File: config.mk
export PLATFORM = sky130hd
export DESIGN_NAME = lcd_bus_driver
export DESIGN_NICKNAME = d
export VERILOG_FILES = /design/src/rtl/lcd_bus_driver.sv
export SDC_FILE = /design/constraint.sdc
export NUM_CORES = 1
export LEC_CHECK = 0
export CAP_MARGIN = 40
export CORE_MARGIN = 2
export CORE_UTILIZATION = 35
export DETAILED_ROUTE_END_ITERATION = 8
export PLACE_DENSITY = 0.59
export SYNTH_ARGS = -nofsm -noshare
export SYNTH_HDL_FRONTEND = slang
export SYNTH_SLANG_ARGS = --single-unit
export TNS_END_PERCENT = 50
File: constraint.sdc
create_clock -name Clock -period 3.63 [get_ports Clock]
set_input_delay 0.726 -clock Clock [delete_from_list [all_inputs] [get_ports Clock]]
set_output_delay 0.726 -clock Clock [all_outputs]
set_load 0.02 [all_outputs]
File: src/rtl/lcd_bus_driver.sv
// HD44780 write-cycle sequencer: power-up wait, optional controller init, then one timed write per handshake.
// Define LCD_INIT_SEQ_EN to run the built-in six-command init sequence after power-up.
module lcd_bus_driver #(
    parameter int SETUP_CYC      = 2,
    parameter int EN_HIGH_CYC    = 12,
    parameter int CMD_WAIT_CYC   = 2000,
    parameter int CLEAR_WAIT_CYC = 82000,
    parameter int POWERUP_CYC    = 750000
) (
    input  logic       Clock,
    input  logic       Reset,
    input  logic       in_valid,
    output logic       in_ready,
    input  logic       in_rs,
    input  logic [7:0] in_data,
    output logic       busy,
    output logic       init_done,
    output logic       LCD_RS,
    output logic       LCD_RW,
    output logic       LCD_EN,
    output logic [7:0] LCD_DATA
);

    // state   | meaning
    // POWERUP | post-reset wait before the panel accepts writes
    // LOAD    | place the next init ROM byte on the bus
    // SETUP   | RS/DATA settling, EN low
    // ENH     | EN strobe high
    // WAIT    | controller execution time, EN low
    // IDLE    | ready for a host byte
    typedef enum logic [2:0] {
        POWERUP = 3'd0,
`ifdef LCD_INIT_SEQ_EN
        LOAD    = 3'd1,
`endif
        SETUP   = 3'd2,
        ENH     = 3'd3,
        WAIT    = 3'd4,
        IDLE    = 3'd5
    } state_t;

    localparam logic [19:0] SETUP_LD = 20'(SETUP_CYC - 1);
    localparam logic [19:0] EN_LD    = 20'(EN_HIGH_CYC - 1);
    localparam logic [19:0] CMD_LD   = 20'(CMD_WAIT_CYC - 1);
    localparam logic [19:0] CLEAR_LD = 20'(CLEAR_WAIT_CYC - 1);
    // The first power-up cycle arms the counter, so it loads one less than a normal phase.
    localparam logic [19:0] PU_LD    = 20'((POWERUP_CYC > 1) ? (POWERUP_CYC - 2) : 0);
    localparam bit          PU_ONE   = (POWERUP_CYC == 1);
`ifdef LCD_INIT_SEQ_EN
    localparam state_t      PU_NEXT  = LOAD;
`else
    localparam state_t      PU_NEXT  = IDLE;
`endif

    state_t      state;
    state_t      next_state;
    logic [19:0] cnt;
    logic        pu_armed;
    logic        cnt_zero;
    logic        is_clear;
    logic        accept;
`ifdef LCD_INIT_SEQ_EN
    logic [2:0]  init_idx;

    function automatic logic [7:0] init_rom(input logic [2:0] idx);
        case (idx)
            3'd0, 3'd1, 3'd2: init_rom = 8'h38;
            3'd3:             init_rom = 8'h0C;
            3'd4:             init_rom = 8'h01;
            default:          init_rom = 8'h06;
        endcase
    endfunction
`endif

    assign cnt_zero = (cnt == 20'd0);
    assign is_clear = !LCD_RS && ((LCD_DATA == 8'h01) || (LCD_DATA == 8'h02));
    assign accept   = in_valid && in_ready;
    assign LCD_RW   = 1'b0;

    always_ff @(posedge Clock) begin
        if (Reset) state <= POWERUP;
        else       state <= next_state;
    end

    always_comb begin
        next_state = state;
        case (state)
            POWERUP: if (pu_armed ? cnt_zero : PU_ONE) next_state = PU_NEXT;
`ifdef LCD_INIT_SEQ_EN
            LOAD:    next_state = SETUP;
`endif
            SETUP:   if (cnt_zero) next_state = ENH;
            ENH:     if (cnt_zero) next_state = WAIT;
`ifdef LCD_INIT_SEQ_EN
            WAIT:    if (cnt_zero) next_state = (init_done || init_idx == 3'd5) ? IDLE : LOAD;
`else
            WAIT:    if (cnt_zero) next_state = IDLE;
`endif
            IDLE:    if (accept) next_state = SETUP;
            default: next_state = POWERUP;
        endcase
    end

    always_comb begin
        in_ready = (state == IDLE) && init_done;
        busy     = (state != IDLE);
    end

    always_ff @(posedge Clock) begin
        if (Reset) begin
            cnt       <= '0;
            pu_armed  <= 1'b0;
            init_done <= 1'b0;
            LCD_EN    <= 1'b0;
            LCD_RS    <= 1'b0;
            LCD_DATA  <= 8'h00;
`ifdef LCD_INIT_SEQ_EN
            init_idx  <= 3'd0;
`endif
        end else begin
            LCD_EN <= (next_state == ENH);

            if (state == POWERUP && !pu_armed) begin
                pu_armed <= 1'b1;
                cnt      <= PU_LD;
            end else if (next_state != state) begin
                case (next_state)
                    SETUP:   cnt <= SETUP_LD;
                    ENH:     cnt <= EN_LD;
                    WAIT:    cnt <= is_clear ? CLEAR_LD : CMD_LD;
                    default: cnt <= '0;
                endcase
            end else if (!cnt_zero) begin
                cnt <= cnt - 20'd1;
            end

`ifdef LCD_INIT_SEQ_EN
            if (state == WAIT && cnt_zero && !init_done) begin
                if (init_idx == 3'd5) init_done <= 1'b1;
                else                  init_idx  <= init_idx + 3'd1;
            end
`else
            if (state == POWERUP && next_state == IDLE) init_done <= 1'b1;
`endif

            if (accept) begin
                LCD_RS   <= in_rs;
                LCD_DATA <= in_data;
            end
`ifdef LCD_INIT_SEQ_EN
            else if (state == LOAD) begin
                LCD_RS   <= 1'b0;
                LCD_DATA <= init_rom(init_idx);
            end
`endif
        end
    end

endmodule

==> results of run 1 <==
[cell families (layout without fill, tap and decap cells)]
logic type      Yosys count  in the layout  synth area share
simple gates             86             86            0.2525
buf+inv                  19             41           0.04983
fa+ha+maj                 1              1          0.006643
xor+xnor                 15             15           0.06976
flops                    35             35            0.3721
other cells               1              1          0.001991
compound gates           50             50            0.1940
mux                      10             10           0.05316
[registers in the layout, summed over array words and instances (netlist names)]
register,count
LCD_RS,1
state,3
cnt,20
LCD_EN,1
pu_armed,1
LCD_DATA,8
init_done,1
[placed cells by master, fill, tap and decap left out, types with 2 or more instances in the layout]
master                             n
sky130_fd_sc_hd__a21oi_1          12
sky130_fd_sc_hd__a31oi_1           4
sky130_fd_sc_hd__buf_4             3
sky130_fd_sc_hd__clkbuf_1          2
sky130_fd_sc_hd__clkbuf_8          5
sky130_fd_sc_hd__clkdlybuf4s50_1  24
sky130_fd_sc_hd__dfxtp_1          35
sky130_fd_sc_hd__inv_1             6
sky130_fd_sc_hd__mux2i_1          10
sky130_fd_sc_hd__nand2_1          13
sky130_fd_sc_hd__nand2b_1          4
sky130_fd_sc_hd__nand3_1           7
sky130_fd_sc_hd__nand4_1           6
sky130_fd_sc_hd__nor2_1           23
sky130_fd_sc_hd__nor2_2            2
sky130_fd_sc_hd__nor3_1            8
sky130_fd_sc_hd__nor3b_1           3
sky130_fd_sc_hd__nor4_1            7
sky130_fd_sc_hd__o21ai_0          10
sky130_fd_sc_hd__o21bai_1          2
sky130_fd_sc_hd__o22ai_1           3
sky130_fd_sc_hd__o31a_1            2
sky130_fd_sc_hd__o31ai_1           2
sky130_fd_sc_hd__or4_1             3
sky130_fd_sc_hd__xnor2_1          10
sky130_fd_sc_hd__xor2_1            5
[routing by layer]
layer	GRT usage	wire (um)	up-vias
li1	-	-	834
met1	0.2138	2196	800
met2	0.2487	2089	44
met3	0.03837	201	4
met4	0.05357	48	0
met5	0	0	-
[area by class of cell]
| type | instances | share of cell area |
|---|---|---|
| Clock buffer | 7 | 0.03402 |
| Clock inverter | 1 | 0.002231 |
| Inverter | 6 | 0.01004 |
| Multi-Input combinational cell | 163 | 0.4852 |
| Sequential cell | 35 | 0.3123 |
| Tap cell | 70 | 0.03904 |
| Timing Repair Buffer | 27 | 0.1171 |
[path summary, 6_finish.rpt]
path,from,endpoint,cells after the start
worst max-delay path,state[0]$_SDFF_PP0_,in_ready,4
worst min-delay path,init_done$_SDFFE_PP0P_,init_done$_SDFFE_PP0P_,2
worst max register to register,cnt[0]$_SDFFE_PP0P_,cnt[17]$_SDFFE_PP0P_,8
worst min register to register,init_done$_SDFFE_PP0P_,init_done$_SDFFE_PP0P_,2
[report_power, final]
part | internal [mW] | switching, mW | leakage, nW
clock network | 0.135 | 0.137 | 0.0422
logic | 0.0566 | 0.0689 | 0.397
registers | 0.401 | 0.0231 | 0.287
[worst max-delay path, cell delays in order, from the launching register on]
cell                              delay (ns)
sky130_fd_sc_hd__dfxtp_1                0.60
sky130_fd_sc_hd__and3b_1                0.28
sky130_fd_sc_hd__inv_1                  0.08
sky130_fd_sc_hd__nor2_1                 0.09
sky130_fd_sc_hd__clkdlybuf4s50_1        0.60
==> impl_metrics.csv, run 1 <==
group,metric,value,unit
power_and_ir_drop,totalPowerFinal,0.8217,mW
grt,pin_count_of_the_biggest_net_entering_global_routing,17,
die,fp.dieH,77.35,um
cells_and_area,final_layout_size_suffix_gt1_frac,0.08368,
die,design.die.area,0.005983,mm^2
die,fp.coreArea,0.005140,mm^2
synth,count_of_flip_flops_with_a_built_in_enable_after_synthesis,0,
clock_network,ctsRootBufferMaster,"sky130_fd_sc_hd__clkbuf_8",
cells_and_area,final-seq-area,700.7,um^2
sta,fin_crit,2.659,ns
grt,global_route.overflow_total,0,
synth,yosys.area.top_type,"sky130_fd_sc_hd__dfxtp_1",
placed_design,replace_congestion,0.8217,
die,floorplan.initialDensity,0.3664,
cells_and_area,final_core_util,0.4365,
sta,worstMarginPinSlew,0.6664,ns
sta,slew_violations,0,
cells_and_area,area_growth_from_synthesis_to_final_layout,19.14,%
synth,synthTopCellsByArea,"sky130_fd_sc_hd__dfxtp_1 (37%), sky130_fd_sc_hd__mux2i_1 (5.3%), sky130_fd_sc_hd__xnor2_1 (4.7%), sky130_fd_sc_hd__nor2_1 (4.6%), sky130_fd_sc_hd__a21oi_1 (3.2%)",
critical_path,timing.critical_path.fanout_max,14,
critical_path,worstSetupPathType,"reg -> out",
detailed_routing,route.detailed.drc,0,
status,outcome,"complete, no violations",
cells_and_area,multi_input_comb_area,0.001089,mm^2
grt,global_route_wire_length_before_repair,7.534,mm
power_and_ir_drop,p_leak,0.7262,nW
critical_path,worstPathArrival,1.93,ns
sta,holdWs,0.5145,ns
sta,timing.clock.skew,0.008868,ns
synth,syn_avg_cell_area,8.678,um^2
sta,unrepaired_setup_endpoints_after_global_routing,"no",
detailed_routing,dr_total_vias,1682,
synth,yosys.cell_count.top_type,"sky130_fd_sc_hd__dfxtp_1",
cells_and_area,postLayoutCellArea,0.002243,mm^2
clock_network,cts_inserted_buffers,5,
critical_path,critical_path.endpoint_type,"output port",
synth,synth_top_cells_by_count,"sky130_fd_sc_hd__dfxtp_1 (35), sky130_fd_sc_hd__nor2_1 (23), sky130_fd_sc_hd__nand2_1 (13)",
critical_path,worst-endpoint-required,2.90,ns
synth,synthesis.instances,217,
clock_network,cts-resized-gates,0,
sta,final_min_period_over_clock_period,0.7324,
placed_design,dpl_cell_area,0.002162,mm^2
clock_network,clock_latency_of_the_later_clocked_register_in_the_worst_skew_pair,0.29,ns
cells_and_area,final_nets,251,
synth,dominantRegCellSynth,"sky130_fd_sc_hd__dfxtp_1",
clock_network,clk_pin_slew_worst_paths,0.06,ns
detailed_routing,wl_per_cell,14.68,um
grt,first_global_vias,1578,
synth,synth.ff_latch_count,35,
placed_design,post-place-cells,301,
clock_network,postCtsSetupBuffers,0,
detailed_routing,drtPass1Iterations,4,
sta,clock.fmax,376.1,MHz
power_and_ir_drop,pwr_density_cell,366.3,mW/mm^2
synth,netlist.area_leader.share,0.3721,
synth,synth_seq_area_share,0.3721,
cells_and_area,fillCellCount,551,
detailed_routing,detail-route-antenna-nets,0,
sta,final.setup.tns,0,ns
cells_and_area,diodes,0,
clock_network,tritoncts_num_sinks,35,
detailed_routing,drt_first_iter_violations,99,
clock_network,htree_num_levels,2,
clock_network,cts_tree,"yes",
placed_design,place_ws,1.250,ns
die,dieWidth,77.35,um
die,placement_row_count,26,
power_and_ir_drop,irDropWorstVdd,0.0002048,V
clock_network,cts-hold-fix-buffers,0,
worst_hold_path,hold_path.class,"reg -> reg",
detailed_routing,avgViaCountPerCell,5.443,
detailed_routing,routed_wl,4.536,mm
synth,synth_cell_type_count,53,
placed_design,post-dp-hpwl,3.271,mm
sta,finalHoldViolCount,0,
die,i_o_pin_count,26,
sta,postLayoutSetupSlackWorst,0.9713,ns
synth,async_reset_ff_frac,0,
grt,globalRouteTotalUtil,0.1586,
sta,slew_headroom,0.5516,
synth,synth.cell_area,0.001883,mm^2
synth,syn-num-nets,230,
synth,yosys_warnings,0,
placed_design,portBuffers,24,
job,max-cap-violations,0,
critical_path,cp-start-kind,"flop",
grt,grt_antenna_before_repair,0,
sta,setup_viol_count_final,0,
clock_network,clock_path_buffers,2,
critical_path,ff2ff_setup_slack,1.23,ns
cells_and_area,post_layout_nonfiller_instances,309,
Note: power is estimated with default switching activity, not from simulation.
==> run 2: changes to the inputs <==
Clock period 3.63 ns to 2.6 ns, I/O delays scaled along.
==> impl_metrics.csv, run 2 (synthesis gave the netlist of run 1 again) <==
group,metric,value,unit
clock_network,clk_pin_slew_worst_paths,0.07,ns
grt,global_route.overflow_total,0,
grt,first_global_vias,1627,
clock_network,cts-resized-gates,0,
clock_network,cts-hold-fix-buffers,0,
sta,finalHoldViolCount,0,
critical_path,cp-start-kind,"flop",
placed_design,replace_congestion,0.8346,
cells_and_area,final_layout_size_suffix_gt1_frac,0.1245,
power_and_ir_drop,totalPowerFinal,1.249,mW
detailed_routing,routed_wl,4.483,mm
cells_and_area,regMostFlops,"cnt",
critical_path,critical_path.endpoint_type,"output port",
cells_and_area,final_cell_mix,"sky130_fd_sc_hd__dfxtp_1 (35), sky130_fd_sc_hd__clkdlybuf4s50_1 (24), sky130_fd_sc_hd__nor2_1 (23)",
sta,slew_violations,0,
detailed_routing,dr_total_vias,1683,
sta,slew_headroom,0.6178,
die,dieWidth,77.35,um
detailed_routing,drt_first_iter_violations,81,
grt,global_route_wire_length_before_repair,7.693,mm
grt,met3_capacity_usage_during_global_routing,0.03372,
clock_network,clock_path_buffers,2,
grt,grt_antenna_before_repair,0,
cells_and_area,final_common_cell,"sky130_fd_sc_hd__dfxtp_1",
sta,clock.fmax,432.0,MHz
clock_network,clock_latency_of_the_later_clocked_register_in_the_worst_skew_pair,0.28,ns
sta,final.setup.tns,0,ns
critical_path,worstSetupPathType,"reg -> out",
cells_and_area,area_growth_from_synthesis_to_final_layout,24.65,%
clock_network,cts_inserted_buffers,5,
clock_network,cts_tree,"yes",
sta,unrepaired_setup_endpoints_after_global_routing,"no",
detailed_routing,detail-route-antenna-nets,0,
grt,grt_most_used_layer,"met2",
placed_design,post-dp-hpwl,3.342,mm
sta,setup_viol_count_final,0,
cells_and_area,fillCellCount,527,
die,fp.coreArea,0.005140,mm^2
clock_network,postCtsSetupBuffers,0,
cells_and_area,final_nets,262,
sta,fin_crit,2.315,ns
clock_network,htree_num_levels,2,
die,placement_row_count,26,
worst_hold_path,hold_path.class,"reg -> reg",
critical_path,timing.critical_path.fanout_max,10,
sta,worstMarginPinSlew,0.5680,ns
clock_network,ctsRootBufferMaster,"sky130_fd_sc_hd__clkbuf_8",
power_and_ir_drop,pwr_density_cell,532.1,mW/mm^2
detailed_routing,route.detailed.drc,0,
power_and_ir_drop,p_leak,0.7889,nW
sta,final_min_period_over_clock_period,0.8903,
sta,holdWs,0.5128,ns
placed_design,portBuffers,24,
die,i_o_pin_count,26,
detailed_routing,drtPass1Iterations,4,
cells_and_area,largest_register_ffs,20,
die,floorplan.initialDensity,0.3664,
grt,grt.met2_usage,0.2626,
die,fp.dieH,77.35,um
status,outcome,"complete, no violations",
detailed_routing,avgViaCountPerCell,5.276,
critical_path,worst-endpoint-required,2.08,ns
grt,globalRouteMet1Util,0.2116,
cells_and_area,final_core_util,0.4567,
job,max-cap-violations,0,
power_and_ir_drop,irDropWorstVdd,0.0002437,V
grt,pin_count_of_the_biggest_net_entering_global_routing,14,
detailed_routing,wl_per_cell,14.05,um
die,design.die.area,0.005983,mm^2
grt,globalRouteTotalUtil,0.1606,
clock_network,tritoncts_num_sinks,35,
critical_path,worstPathArrival,1.79,ns
cells_and_area,largest_registers,"cnt: 20 flops, LCD_DATA: 8 flops, state: 3 flops",
cells_and_area,diodes,0,
sta,timing.clock.skew,0.008065,ns
run 2: power breakdown:
group	internal [mW]	leakage, nW	switching (mW)	total (mW)
Clock	0.281	0.0513	0.181	0.462
Combinational	0.0930	0.451	0.106	0.199
Sequential	0.561	0.287	0.0272	0.588
Total	0.934	0.789	0.315	1.25
run 2: final timing paths:
path / from / to / slack [ns] / cells after the start
min reg2reg: init_done$_SDFFE_PP0P_ / init_done$_SDFFE_PP0P_ / 0.51 / 2
max reg2reg: cnt[1]$_SDFFE_PP0P_ / cnt[1]$_SDFFE_PP0P_ / 0.38 / 8
max: state[2]$_SDFF_PP0_ / in_ready / 0.29 / 4
min: init_done$_SDFFE_PP0P_ / init_done$_SDFFE_PP0P_ / 0.51 / 2
run 2: layer usage:
metal,part of all wire,routed length (um)
met1,0.48,2170
met2,0.46,2064
met3,0.047,209
met4,0.0085,38
met5,0,0
run 2: through the flow:
stage	instances	instance area, um^2	worst slack, ns
global placement	312	2245	0.4411
floorplan	217	1883	0.6468
detailed placement	312	2245	0.4365
global route	319	2347	0.1806
CTS	319	2347	0.2742
finish	319	2347	0.2851
run 2: final cells by class:
class | instances | area [um^2] | share of cell area
well taps | 70 | 87.58 | 0.03731
clock inverters | 1 | 30.03 | 0.01279
repair buffers | 38 | 345.3 | 0.1471
multi-input cells | 163 | 1089 | 0.4638
clock buffers | 6 | 72.57 | 0.03092
inverters | 6 | 22.52 | 0.009595
flip-flops and latches | 35 | 700.7 | 0.2985
run 2: critical path: stages (launching register included):
cell and delay, ns:
sky130_fd_sc_hd__dfxtp_1 0.50, sky130_fd_sc_hd__and3b_1 0.24, sky130_fd_sc_hd__inv_1 0.08, sky130_fd_sc_hd__nor2_1 0.08
sky130_fd_sc_hd__clkdlybuf4s50_1 0.60
==> RTL edit: new RTL, flow settings as in run 1 <==
The option `LCD_INIT_SEQ_EN` is turned on by a define.
--- a/src/rtl/lcd_bus_driver.sv
+++ b/src/rtl/lcd_bus_driver.sv
@@ -1,4 +1,6 @@
 // HD44780 write-cycle sequencer: power-up wait, optional controller init, then one timed write per handshake.
 // Define LCD_INIT_SEQ_EN to run the built-in six-command init sequence after power-up.
+`define LCD_INIT_SEQ_EN
+
 module lcd_bus_driver #(
     parameter int SETUP_CYC      = 2,
Behaviour: same outputs for any inputs over 10 cycles, from zero or initial values and one cycle with Reset high; that may be too few to reach the edited logic, so the function may still have changed.
==> RTL edit against run 1 <==
- power is 3.7% higher
- wire length is 14% higher
- final cell count is 15% higher
- sequential cell count is 3 higher
- maximum frequency is 5.9% lower
- worst hold slack worse by 24 ps
- area after synthesis is 14% higher
- design area is 13% higher
- sequential share of layout area is 1.1 points lower
- setup slack worse by 170 ps
- critical path type unchanged
- largest cell class unchanged
==> RTL edit: results (changes against run 1) <==
final wirelength=5150 µm (was 4540 µm); CP max FO=18 (was 14); number of diodes=0 (unchanged); CTS Buffer Depth=2 (unchanged); fin nets=298 (was 251); LEAKAGE=0.920 nW (was 0.726 nW); first-pass GRT wire length=8880 µm (was 7530 µm); Post-CTS Resized=0 (unchanged); status=finished, final reports clean (unchanged); synthesized instance count=260 (was 217); syn nets=278 (was 230); post-synthesis sequential area ratio=35.3% (was 37.2%); Area after DPL=2450 µm² (was 2160 µm²); Synth top cells by count=38 x dfxtp_1, 23 x nor2_1, 20 x nand3_1 (was 35 x dfxtp_1, 23 x nor2_1, 13 x nand2_1); worst slew pin tran=862 ps (was 666 ps); DR iter-0 viols=168 (was 99); placed cells=348 (was 301); ys async rst share=0% (unchanged); family with the most delay on the worst path=flip-flops (was buffers and inverters); layout cell share with drive strength beyond 1=6.43% (was 8.37%); routability cong.=0.840 (was 0.822); Largest regs=cnt: 20 flops, LCD_DATA: 8 flops (was cnt: 20 flops, LCD_DATA: 8 flops, state: 3 flops); Yosys Warn Count=0 (unchanged); initial antenna violation count=0 (unchanged); number of global-route vias before repair=1,861 (was 1,578); Tot GR Track Use=16.8% (was 15.9%); TritonRoute pass-1 iters=4 (unchanged); Hold/Removal Path Class=reg -> reg (unchanged); Largest register FFs=20 (unchanged); H-tree depth=2 (unchanged); Setup Skew=4.08 ps (was 8.87 ps); top cells by area, synth=dfxtp_1 35%, nand3_1 4.6%, a21oi_1 4.2% (was dfxtp_1 37%, mux2i_1 5.3%, xnor2_1 4.7%); Post-synth top flop=dfxtp_1 (unchanged); Worst setup SP type=flip-flop (unchanged); max incr delay on CP=770 ps (was 600 ps); Yosys cell types=57 (was 53); Slew Limit Fails=0 (unchanged); clock root buffer=clkbuf_8 (unchanged); vias per cell=5.57 (was 5.44); DR vias=1,979 (was 1,682); Worst IR Drop VDD=142 µV (was 205 µV); largest net degree at the start of global routing=22 (was 17); Crit path arrival time=2100 ps (was 1930 ps); HPWL after DPL=3770 µm (was 3270 µm); worst slack at placement=1020 ps (was 1250 ps); Fillers=617 (was 551)
RTL edit: cell types whose count changed after synthesis, sizes merged, moves of 5 or more:
| cell | run 1 | this run |
|---|---|---|
| xor2 | 5 | 10 |
| mux2i | 10 | 2 |
| buf | 9 | 4 |
| ha | 1 | 6 |
| a21oi | 14 | 19 |
| clkbuf | 4 | 12 |
| nand3 | 7 | 20 |
RTL edit: worst paths after layout:
check,slack (ps),cells after the start,endpoint,start
setup reg to reg,1330,6,cnt[13],cnt[12]
hold / removal,490,2,LCD_DATA[0],LCD_DATA[0]
setup / recovery,810,3,in_ready,state[0]
hold reg to reg,490,2,LCD_DATA[0],LCD_DATA[0]
RTL edit: power breakdown:
part           total (mW)  switching [mW]  leakage [nW]  internal (mW)
Combinational       0.127          0.0677         0.570         0.0595
Clock               0.269           0.137        0.0383          0.132
Sequential          0.456          0.0217         0.311          0.434
Total               0.852           0.226         0.920          0.626
RTL edit: layer usage:
metal / up-vias / track usage [%] / routed length (µm)
met2: 43 / 26.5 / 2330
met3: 2 / 4.13 / 195
met1: 937 / 23.1 / 2610
met5: - / 0 / 0
li1: 997 / - / -
met4: 0 / 4.17 / 19
RTL edit: area by class of cell:
type / count / area, µm² / share of cell area [%]
multi-input combinational: 200 / 1300 / 51.4
sequential: 38 / 761 / 30.1
timing repair buffer: 29 / 275 / 10.9
tap: 75 / 93.8 / 3.71
clock buffer: 7 / 76.3 / 3.02
inverter: 6 / 22.5 / 0.891
RTL edit: cells by family after synthesis:
group                    after synthesis  share of synthesized area [%]
XOR/XNOR                              17                           6.91
AND/OR/NAND/NOR                      113                           29.8
multiplexers                           3                           1.45
other                                  1                          0.174
adder cells (fa/ha/maj)                6                           3.48
AO/OA/AOI/OAI                         60                           18.4
buffers and inverters                 22                           4.41
flip-flops                            38                           35.3
